**src/rtl/alu_pkg.sv**
```systemverilog
// Shared constants and types for the execute-stage ALU.
package alu_pkg;

  localparam int unsigned WIDTH   = 32;
  localparam int unsigned SHAMT_W = 5;

  localparam logic [3:0] OP_AND    = 4'b0000;
  localparam logic [3:0] OP_OR     = 4'b0001;
  localparam logic [3:0] OP_ADD    = 4'b0010;
  localparam logic [3:0] OP_SUB    = 4'b0011;
  localparam logic [3:0] OP_SLT    = 4'b0100;
  localparam logic [3:0] OP_SLTU   = 4'b0101;
  localparam logic [3:0] OP_XOR    = 4'b0110;
  localparam logic [3:0] OP_NOR    = 4'b0111;
  localparam logic [3:0] OP_SLL    = 4'b1000;
  localparam logic [3:0] OP_SRL    = 4'b1001;
  localparam logic [3:0] OP_SRA    = 4'b1010;
  localparam logic [3:0] OP_ROL    = 4'b1011;
  localparam logic [3:0] OP_ROR    = 4'b1100;
  localparam logic [3:0] OP_PASSB  = 4'b1101;
  localparam logic [3:0] OP_RSVD_E = 4'b1110;
  localparam logic [3:0] OP_RSVD_F = 4'b1111;

  // Shifter operating mode.
  typedef enum logic [2:0] {
    SH_SLL = 3'd0,
    SH_SRL = 3'd1,
    SH_SRA = 3'd2,
    SH_ROL = 3'd3,
    SH_ROR = 3'd4
  } sh_mode_e;

endpackage

```
**src/rtl/alu_shifter.sv**
```systemverilog
// Combinational 5-stage barrel shifter/rotator.
module alu_shifter
  import alu_pkg::*;
#(
  parameter int unsigned WIDTH = 32
) (
  input  logic [WIDTH-1:0]   data,
  input  logic [SHAMT_W-1:0] shamt,
  input  logic [2:0]         mode,
  output logic [WIDTH-1:0]   result
);

  sh_mode_e         m;
  logic             left;
  logic             rot;
  logic             fill;
  logic [WIDTH-1:0] src;
  logic [WIDTH-1:0] stage;
  logic [WIDTH-1:0] ones;

  // Left operations are done as right operations on the bit-reversed word,
  // so a single right-shifting stage chain serves all five modes.
  always_comb begin
    m     = sh_mode_e'(mode);
    left  = (m == SH_SLL) || (m == SH_ROL);
    rot   = (m == SH_ROL) || (m == SH_ROR);
    fill  = (m == SH_SRA) && data[WIDTH-1];
    ones  = '1;
    src   = '0;
    stage = '0;
    result = '0;
    for (int unsigned i = 0; i < WIDTH; i++) begin
      src[i] = left ? data[WIDTH-1-i] : data[i];
    end
    stage = src;
    for (int unsigned i = 0; i < SHAMT_W; i++) begin
      if (shamt[i]) begin
        if (rot) begin
          stage = (stage >> (1 << i)) | (stage << (WIDTH - (1 << i)));
        end else begin
          stage = (stage >> (1 << i)) | (fill ? ~(ones >> (1 << i)) : '0);
        end
      end
    end
    for (int unsigned i = 0; i < WIDTH; i++) begin
      result[i] = left ? stage[WIDTH-1-i] : stage[i];
    end
  end

endmodule

```
**src/rtl/alu.sv**
```systemverilog
// 32-bit registered integer ALU with Zero and signed-overflow flags.
module alu
  import alu_pkg::*;
#(
  parameter int unsigned WIDTH = alu_pkg::WIDTH
) (
  input  logic             clk,
  input  logic             rst,
  input  logic [WIDTH-1:0] A,
  input  logic [WIDTH-1:0] B,
  input  logic [3:0]       Op,
  output logic [WIDTH-1:0] Out,
  output logic             Zero,
  output logic             Ovf
);

  logic             sub;
  logic [WIDTH-1:0] b_eff;
  logic [WIDTH-1:0] addsub;
  logic [WIDTH-1:0] sh_res;
  logic [2:0]       sh_mode;
  logic [WIDTH-1:0] r;
  logic             ovf;

  // Shared adder: subtraction is A + ~B + 1.
  always_comb begin
    sub    = (Op == OP_SUB);
    b_eff  = sub ? ~B : B;
    addsub = A + b_eff + WIDTH'(sub);
  end

  // Map shift/rotate op codes onto shifter modes.
  always_comb begin
    sh_mode = SH_SLL;
    case (Op)
      OP_SRL:  sh_mode = SH_SRL;
      OP_SRA:  sh_mode = SH_SRA;
      OP_ROL:  sh_mode = SH_ROL;
      OP_ROR:  sh_mode = SH_ROR;
      default: sh_mode = SH_SLL;
    endcase
  end

  alu_shifter #(.WIDTH(WIDTH)) u_shifter (
    .data   (A),
    .shamt  (B[SHAMT_W-1:0]),
    .mode   (sh_mode),
    .result (sh_res)
  );

  // Result mux and overflow; unknown or reserved op codes yield zero.
  always_comb begin
    r   = '0;
    ovf = 1'b0;
    case (Op)
      OP_AND:   r = A & B;
      OP_OR:    r = A | B;
      OP_ADD: begin
        r   = addsub;
        ovf = (A[WIDTH-1] == B[WIDTH-1]) && (addsub[WIDTH-1] != A[WIDTH-1]);
      end
      OP_SUB: begin
        r   = addsub;
        ovf = (A[WIDTH-1] != B[WIDTH-1]) && (addsub[WIDTH-1] != A[WIDTH-1]);
      end
      OP_SLT:   r = {{(WIDTH-1){1'b0}}, ($signed(A) < $signed(B))};
      OP_SLTU:  r = {{(WIDTH-1){1'b0}}, (A < B)};
      OP_XOR:   r = A ^ B;
      OP_NOR:   r = ~(A | B);
      OP_SLL, OP_SRL, OP_SRA, OP_ROL, OP_ROR: r = sh_res;
      OP_PASSB: r = B;
      default: begin
        r   = '0;
        ovf = 1'b0;
      end
    endcase
  end

  // Output registers with synchronous reset.
  always_ff @(posedge clk) begin
    if (rst) begin
      Out  <= '0;
      Zero <= 1'b1;
      Ovf  <= 1'b0;
    end else begin
      Out  <= r;
      Zero <= (r == '0);
      Ovf  <= ovf;
    end
  end

endmodule

```
**config.mk**
```make
export PLATFORM = sky130hd
export DESIGN_NAME = alu
export DESIGN_NICKNAME = d
export VERILOG_FILES = /design/src/rtl/alu_pkg.sv /design/src/rtl/alu_shifter.sv /design/src/rtl/alu.sv
export SDC_FILE = /design/constraint.sdc
export NUM_CORES = 1
export LEC_CHECK = 0
export ABC_AREA = 1
export CAP_MARGIN = 20
export CORE_MARGIN = 5
export CORE_UTILIZATION = 55
export CTS_BUF_LIST = sky130_fd_sc_hd__clkbuf_8
export DETAILED_ROUTE_END_ITERATION = 10
export DONT_BUFFER_PORTS = 1
export GPL_TIMING_DRIVEN = 0
export PLACE_DENSITY = 0.75
export SLEW_MARGIN = 40
export SYNTH_ARGS = -nofsm -noshare
export SYNTH_HDL_FRONTEND = slang
export SYNTH_SLANG_ARGS = --single-unit
```
**constraint.sdc**
```tcl
create_clock -name clk -period 3.3 [get_ports clk]
set_clock_uncertainty 0.15 [all_clocks]
set_input_delay 0.165 -clock clk [delete_from_list [all_inputs] [get_ports clk]]
set_output_delay 0.165 -clock clk [all_outputs]
set_load 0.05 [all_outputs]
```
==> impl_results.md, run 1 <==
* Status: complete, but fails checks
* Failing checks: setup timing
* Via-to-Cell Ratio at 6.58
* Overall Power at 2.59 mW
* Cell Rows at 47
* Final WS setup at -0.142 ns
* VDD IR-drop max at 313 uV
* Post-route DRC at 0
* GRT Util Overall at 0.429
* Grt total ovfl at 0
* Fmax at 290 MHz
* CP startpoint: Op[0]
* Leak Pwr at 5.07 nW
* Dpl cells at 1,891
* Share of layout cells above drive strength 1 at 0.0635
* Clock H-tree levels at 2
* MaxCap Viol Count at 0
* Crit path capture type: flip-flop
* Core Area at 16,600 um^2
* Hold Path Cell Cnt at 2
* Syn Inst Count at 1,671
* Die Ht at 140 um
* Dpl hpwl at 36,500 um
* Antenna violation net count after detailed routing at 0
* Synth unique cells at 45
* CP most frequent cell: nor2_1
* Crit path required time at 3.32 ns
* Final core area utilization at 0.604
* DR vias at 12,520
* Seq/Total Area, Yosys at 0.0731
* Num Clock Sinks at 34
* Slowest stage delay, CP at 0.67 ns
* Synthesized cell area at 9320 um^2
* Capture point of the critical path: Zero
* Setup Crit Path Kind: in -> reg
* Die width at 140 um
* DRT iter0 DRCs at 1,813
* Die area at 19,600 um^2
* Routability Congestion at 1.06
* Worst slew pin tran at 0.945 ns
* Antenna violations before repair at 1
* Nets at 1,882
* Mapped Nets at 1,868
* CTS Buffer Depth at 2
* Min-Delay Path Class: in -> reg
* Critical Path Fanout Max at 10
* CP startpoint kind: input pin
* Filler cells at 1,776
* Fin. Hold Viols at 0
* Post-synth EDFFs at 0
* Primary FF master, synth: dfxtp_1
* Io pins at 104
* PD cells at 258 nW/um^2
* Initial core utilization at 0.562
* Synth warnings at 0
* Maximum number of pins on one net before global-route repair at 21
* Avg Cell Area, Syn at 5.58 um^2
* Hold WS at 0.0552 ns
* Slew margin rel. at 0.370
* Port Buf Inserts at 0
* Arrival @ worst endpoint at 3.46 ns
* Clock root cell: clkbuf_8
* Crit path time final at 3.44 ns
* Synth Register Bits at 34
* Antenna Cells at 0
* Final slew viol count at 0
* Cell Chain, Critical Path: inv_1, nor2_1, inv_1, nor2_1, clkinv_1, clkbuf_1, o21ai_0, a211oi_1, o21ai_0, inv_1, nand2_1, nor2_1, nand2_1, nor2_1, nand2_1, o21ai_1
* First-pass GRT wire length at 66,200 um
* Drt first pass iters at 7
* Area delta synth->final at 7.47%
* Final Setup Violations at 1
* Clk slew on worst S/H paths at 0.06 ns
* Post-synth ARST share at 0
* Vias in the first global route at 11,488
* Final Non-Filler Cells at 1,904
* CTS tree: yes
* Crit share post-route at 1.04
* Slowest CP cell: nor2_1
* WL final at 44,400 um
* Avg WL per Cell at 23.3 um
* CTS Buf Count at 5
* Setup TNS at -0.142 ns
-- worst max-delay path, delay by kind of cell --
kind,cells,cell delay [ns]
compound gates,4,0.76
simple gates,7,1.10
buf+inv,5,1.44
-- worst min path at each step --
stage / to / from / slack [ns]
2_1_floorplan: Zero / rst / 0.15
3_3_place_gp: Zero / rst / 0.20
3_5_place_dp: Zero / rst / 0.18
4_1_cts: Ovf / Op[0] / 0.03
5_1_grt: Ovf / Op[0] / 0.03
6_report: Ovf / Op[0] / 0.06
-- routing by layer --
| layer | wire (um) | vias to the layer above | GRT usage |
|---|---|---|---|
| li1 | - | 5689 | - |
| met1 | 16000 | 5565 | 0.533 |
| met2 | 17800 | 1022 | 0.623 |
| met3 | 6950 | 242 | 0.156 |
| met4 | 3680 | 2 | 0.277 |
| met5 | 13 | - | 0 |
-- cell usage after synthesis, types with 13 or more instances --
master	instances	share of area
buf_1	21	0.0085
xor2_1	34	0.032
ha_1	126	0.17
o21ai_0	64	0.034
a211oi_1	13	0.010
a221oi_1	15	0.014
inv_1	158	0.064
a21oi_1	97	0.052
buf_2	23	0.012
nand2_1	449	0.18
clkbuf_1	30	0.012
nor2_1	100	0.040
dfxtp_1	34	0.073
nand3_1	405	0.22
-- repair_timing --
| item | CTS | global route |
|---|---|---|
| gates resized for setup | 21 | 62 |
| setup buffers | 1 | 7 |
| endpoints found under the hold margin | 4 | 0 |
| gates cloned | 0 | 0 |
| hold buffers | 2 | 0 |
| setup endpoints to repair | 20 | 5 |
| pin swaps | 1 | 9 |
-- where the power goes --
part / switching (mW) / internal (mW) / total, mW
registers: 0.152 / 0.450 / 0.601
clock network: 0.135 / 0.161 / 0.296
logic: 1.16 / 0.526 / 1.69
-- state kept, by name (all words and copies together), names as in the netlist --
signal,count
Out,32
Ovf,1
Zero,1
-- layout by cell type (no fill, tap or decap), types with 16 or more instances in the layout --
cell      instances
nand2_1         443
nand3_1         402
inv_1           155
ha_1            123
nor2_1           94
a21oi_1          88
o21ai_0          51
dfxtp_1          34
xor2_1           32
clkbuf_1         27
buf_2            22
buf_1            16
-- metrics by stage --
step,setup WS [ns],cell area (um^2)
2_1_floorplan,0.135,9320
3_3_place_gp,-0.990,9590
3_5_place_dp,-1.09,9600
4_1_cts,0.00671,9760
5_1_grt,-0.0479,10000
6_report,-0.142,10000
-- logic make-up after synthesis --
logic type | Yosys count | share of synthesized area
buffers and inverters | 243 | 0.105
adder cells (fa/ha/maj) | 127 | 0.171
AO/OA/AOI/OAI | 246 | 0.156
XOR/XNOR | 36 | 0.0338
flip-flops | 34 | 0.0731
AND/OR/NAND/NOR | 985 | 0.461
-- final cells by class --
cell class                      instances  area [um^2]  area share
Multi-Input combinational cell       1394         7890       0.788
Sequential cell                        34          681      0.0680
Inverter                              165          624      0.0624
Buffer                                 75          375      0.0375
Tap cell                              220          275      0.0275
Clock buffer                            6         82.6     0.00825
Timing Repair Buffer                   10         80.1     0.00800
(Power assumes the default switching activity.)
==> run 2: changes to the inputs <==
Settings changed: PLACE_DENSITY 0.75 to 0.72, SKIP_CTS_REPAIR_TIMING set to 1.
==> impl_results.md, run 2 (same netlist as run 1, synthesis figures left out) <==
* Status: complete, but fails checks (unchanged)
* Failing checks: setup timing (unchanged)
* Cell Rows at 47 (unchanged)
* Clock network power share at 0.171 (was 0.114)
* Die area at 19,600 um^2 (unchanged)
* DR vias at 12,591 (was 12,520)
* Avg WL per Cell at 23.4 um (was 23.3 um)
* Grt total ovfl at 0 (unchanged)
* Initial core utilization at 0.562 (unchanged)
* Nets at 1,888 (was 1,882)
* Via-to-Cell Ratio at 6.59 (was 6.58)
* Share of layout cells above drive strength 1 at 0.0739 (was 0.0635)
* Final Setup Violations at 1 (unchanged)
* Most common cell after layout, fill and taps aside: nand2_1 (unchanged)
* Critical Path Fanout Max at 10 (unchanged)
* Vias in the first global route at 11,388 (was 11,488)
* WL final at 44,800 um (was 44,400 um)
* VDD IR-drop max at 377 uV (was 313 uV)
* MaxCap Viol Count at 0 (unchanged)
* Fmax at 302 MHz (was 290 MHz)
* Final core area utilization at 0.612 (was 0.604)
* Area delta synth->final at 8.97% (was 7.47%)
* Antenna violation net count after detailed routing at 0 (unchanged)
* Drt first pass iters at 10 (was 7)
* Dpl hpwl at 36,900 um (was 36,500 um)
* CP startpoint kind: input pin (unchanged)
* Die Ht at 140 um (unchanged)
* Comb pwr share at 0.614 (was 0.653)
* Leak Pwr at 5.14 nW (was 5.07 nW)
* Biggest register: Out (unchanged)
* Most frequent cells in the layout: 440 x nand2_1, 398 x nand3_1, 157 x inv_1 (was 443 x nand2_1, 402 x nand3_1, 155 x inv_1)
* CTS Buffer Depth at 2 (unchanged)
* Fin area at 10,200 um^2 (was 10,000 um^2)
* Worst slew pin tran at 1.07 ns (was 0.945 ns)
* Crit path capture type: flip-flop (unchanged)
* Final slew viol count at 0 (unchanged)
* Slew margin rel. at 0.284 (was 0.370)
* Slowest stage delay, CP at 0.35 ns (was 0.67 ns)
* CTS tree: yes (unchanged)
* Crit share post-route at 1.00 (was 1.04)
* Core Area at 16,600 um^2 (unchanged)
* Min-Delay Path Class: in -> reg (unchanged)
* Io pins at 104 (unchanged)
* GRT Util Overall at 0.431 (was 0.429)
* Clk slew on worst S/H paths at 0.07 ns (was 0.06 ns)
* Slowest CP cell: ha_2 (was nor2_1)
* Largest regs: Out x32, Ovf x1, Zero x1 (unchanged)
* Port Buf Inserts at 0 (unchanged)
* Post-route DRC at 0 (unchanged)
* CP top delay family: simple AND/OR/NAND/NOR gates (was buffers and inverters)
* Setup Crit Path Kind: in -> reg (unchanged)
* Crit path time final at 3.31 ns (was 3.44 ns)
* Antenna violations before repair at 0 (was 1)
* Clock root cell: clkbuf_8 (unchanged)
* First-pass GRT wire length at 66,200 um (about the same)
* Sw Share at 0.534 (was 0.561)
* CTS Buf Count at 5 (unchanged)
* Arrival @ worst endpoint at 3.39 ns (was 3.46 ns)
* Clock H-tree levels at 2 (unchanged)
* CP bufs+invs at 4 (was 5)
* Internal power at 1.30 mW (was 1.14 mW)
* Cell Chain, Critical Path: inv_1, nand2_2, inv_2, nand2_4, buf_8, xor2_1, ha_2, a21oi_2, o21ai_0, a31oi_1, nand3_2, or2_2, nand3_1, o2111ai_2, inv_1, nand2_1, nor2_1, nand2_1, nor2_1, nand2_1, o21ai_1 (was inv_1, nor2_1, inv_1, nor2_1, clkinv_1, clkbuf_1, o21ai_0, a211oi_1, o21ai_0, inv_1, nand2_1, nor2_1, nand2_1, nor2_1, nand2_1, o21ai_1)
* Max reg flops at 32 (unchanged)
* Crit path required time at 3.38 ns (was 3.32 ns)
* Sequential power share at 0.215 (was 0.232)
* DRT iter0 DRCs at 2,037 (was 1,813)
* Antenna Cells at 0 (unchanged)
* Maximum number of pins on one net before global-route repair at 12 (was 21)
* Final WS setup at -0.0116 ns (was -0.142 ns)
* CP most frequent cell: nand2_1 (was nor2_1)
* Placed Area at 9610 um^2 (was 9600 um^2)
* Routability Congestion at 1.09 (was 1.06)
* Die width at 140 um (unchanged)
* PD cells at 275 nW/um^2 (was 258 nW/um^2)
* Num Clock Sinks at 34 (unchanged)
* Psw at 1.49 mW (was 1.45 mW)
* Fin. Hold Viols at 0 (unchanged)
## run 2: per-layer routing
layer	GRT usage	wire (um)	vias up
met5	0	0	-
li1	-	-	5692
met1	0.527	16000	5608
met4	0.299	4210	0
met2	0.635	18000	1023
met3	0.143	6540	268
## run 2: final timing paths
check  start  slack, ns  cells past startpoint  endpoint
min    Op[0]       0.05                      2       Ovf
max    Op[2]      -0.01                     21      Zero
## run 2: through the flow
step	cells	power (mW)	setup TNS [ns]	setup WS, ns	hold WS, ns
after floorplan	1671	1.69	0	0.135	0.148
after global placement	1891	2.12	-13.63	-1.10	0.214
after detailed placement	1892	2.14	-12.96	-1.03	0.201
after CTS	1900	2.62	-5.03	-0.738	-0.100
after global routing	1912	2.95	-0.0734	-0.0734	0.0268
final	1912	2.80	-0.0116	-0.0116	0.0459
## run 2: area by class of cell
cell class	instances	area, um^2
repair buffers	15	115
fillers	1700	6430
clock buffers	6	82.6
well taps	220	275
plain buffers	76	392
inverters	165	626
multi-input cells	1394	7920
clock inverters	2	60.1
flip-flops and latches	34	681
## run 2: power groups by stage
stage	registers, mW	logic [mW]	clock network, mW
after floorplan	0.604	1.09	0
after global placement	0.610	1.51	0
after detailed placement	0.612	1.53	0
after CTS	0.603	1.54	0.474
after global routing	0.604	1.85	0.496
final	0.601	1.72	0.477
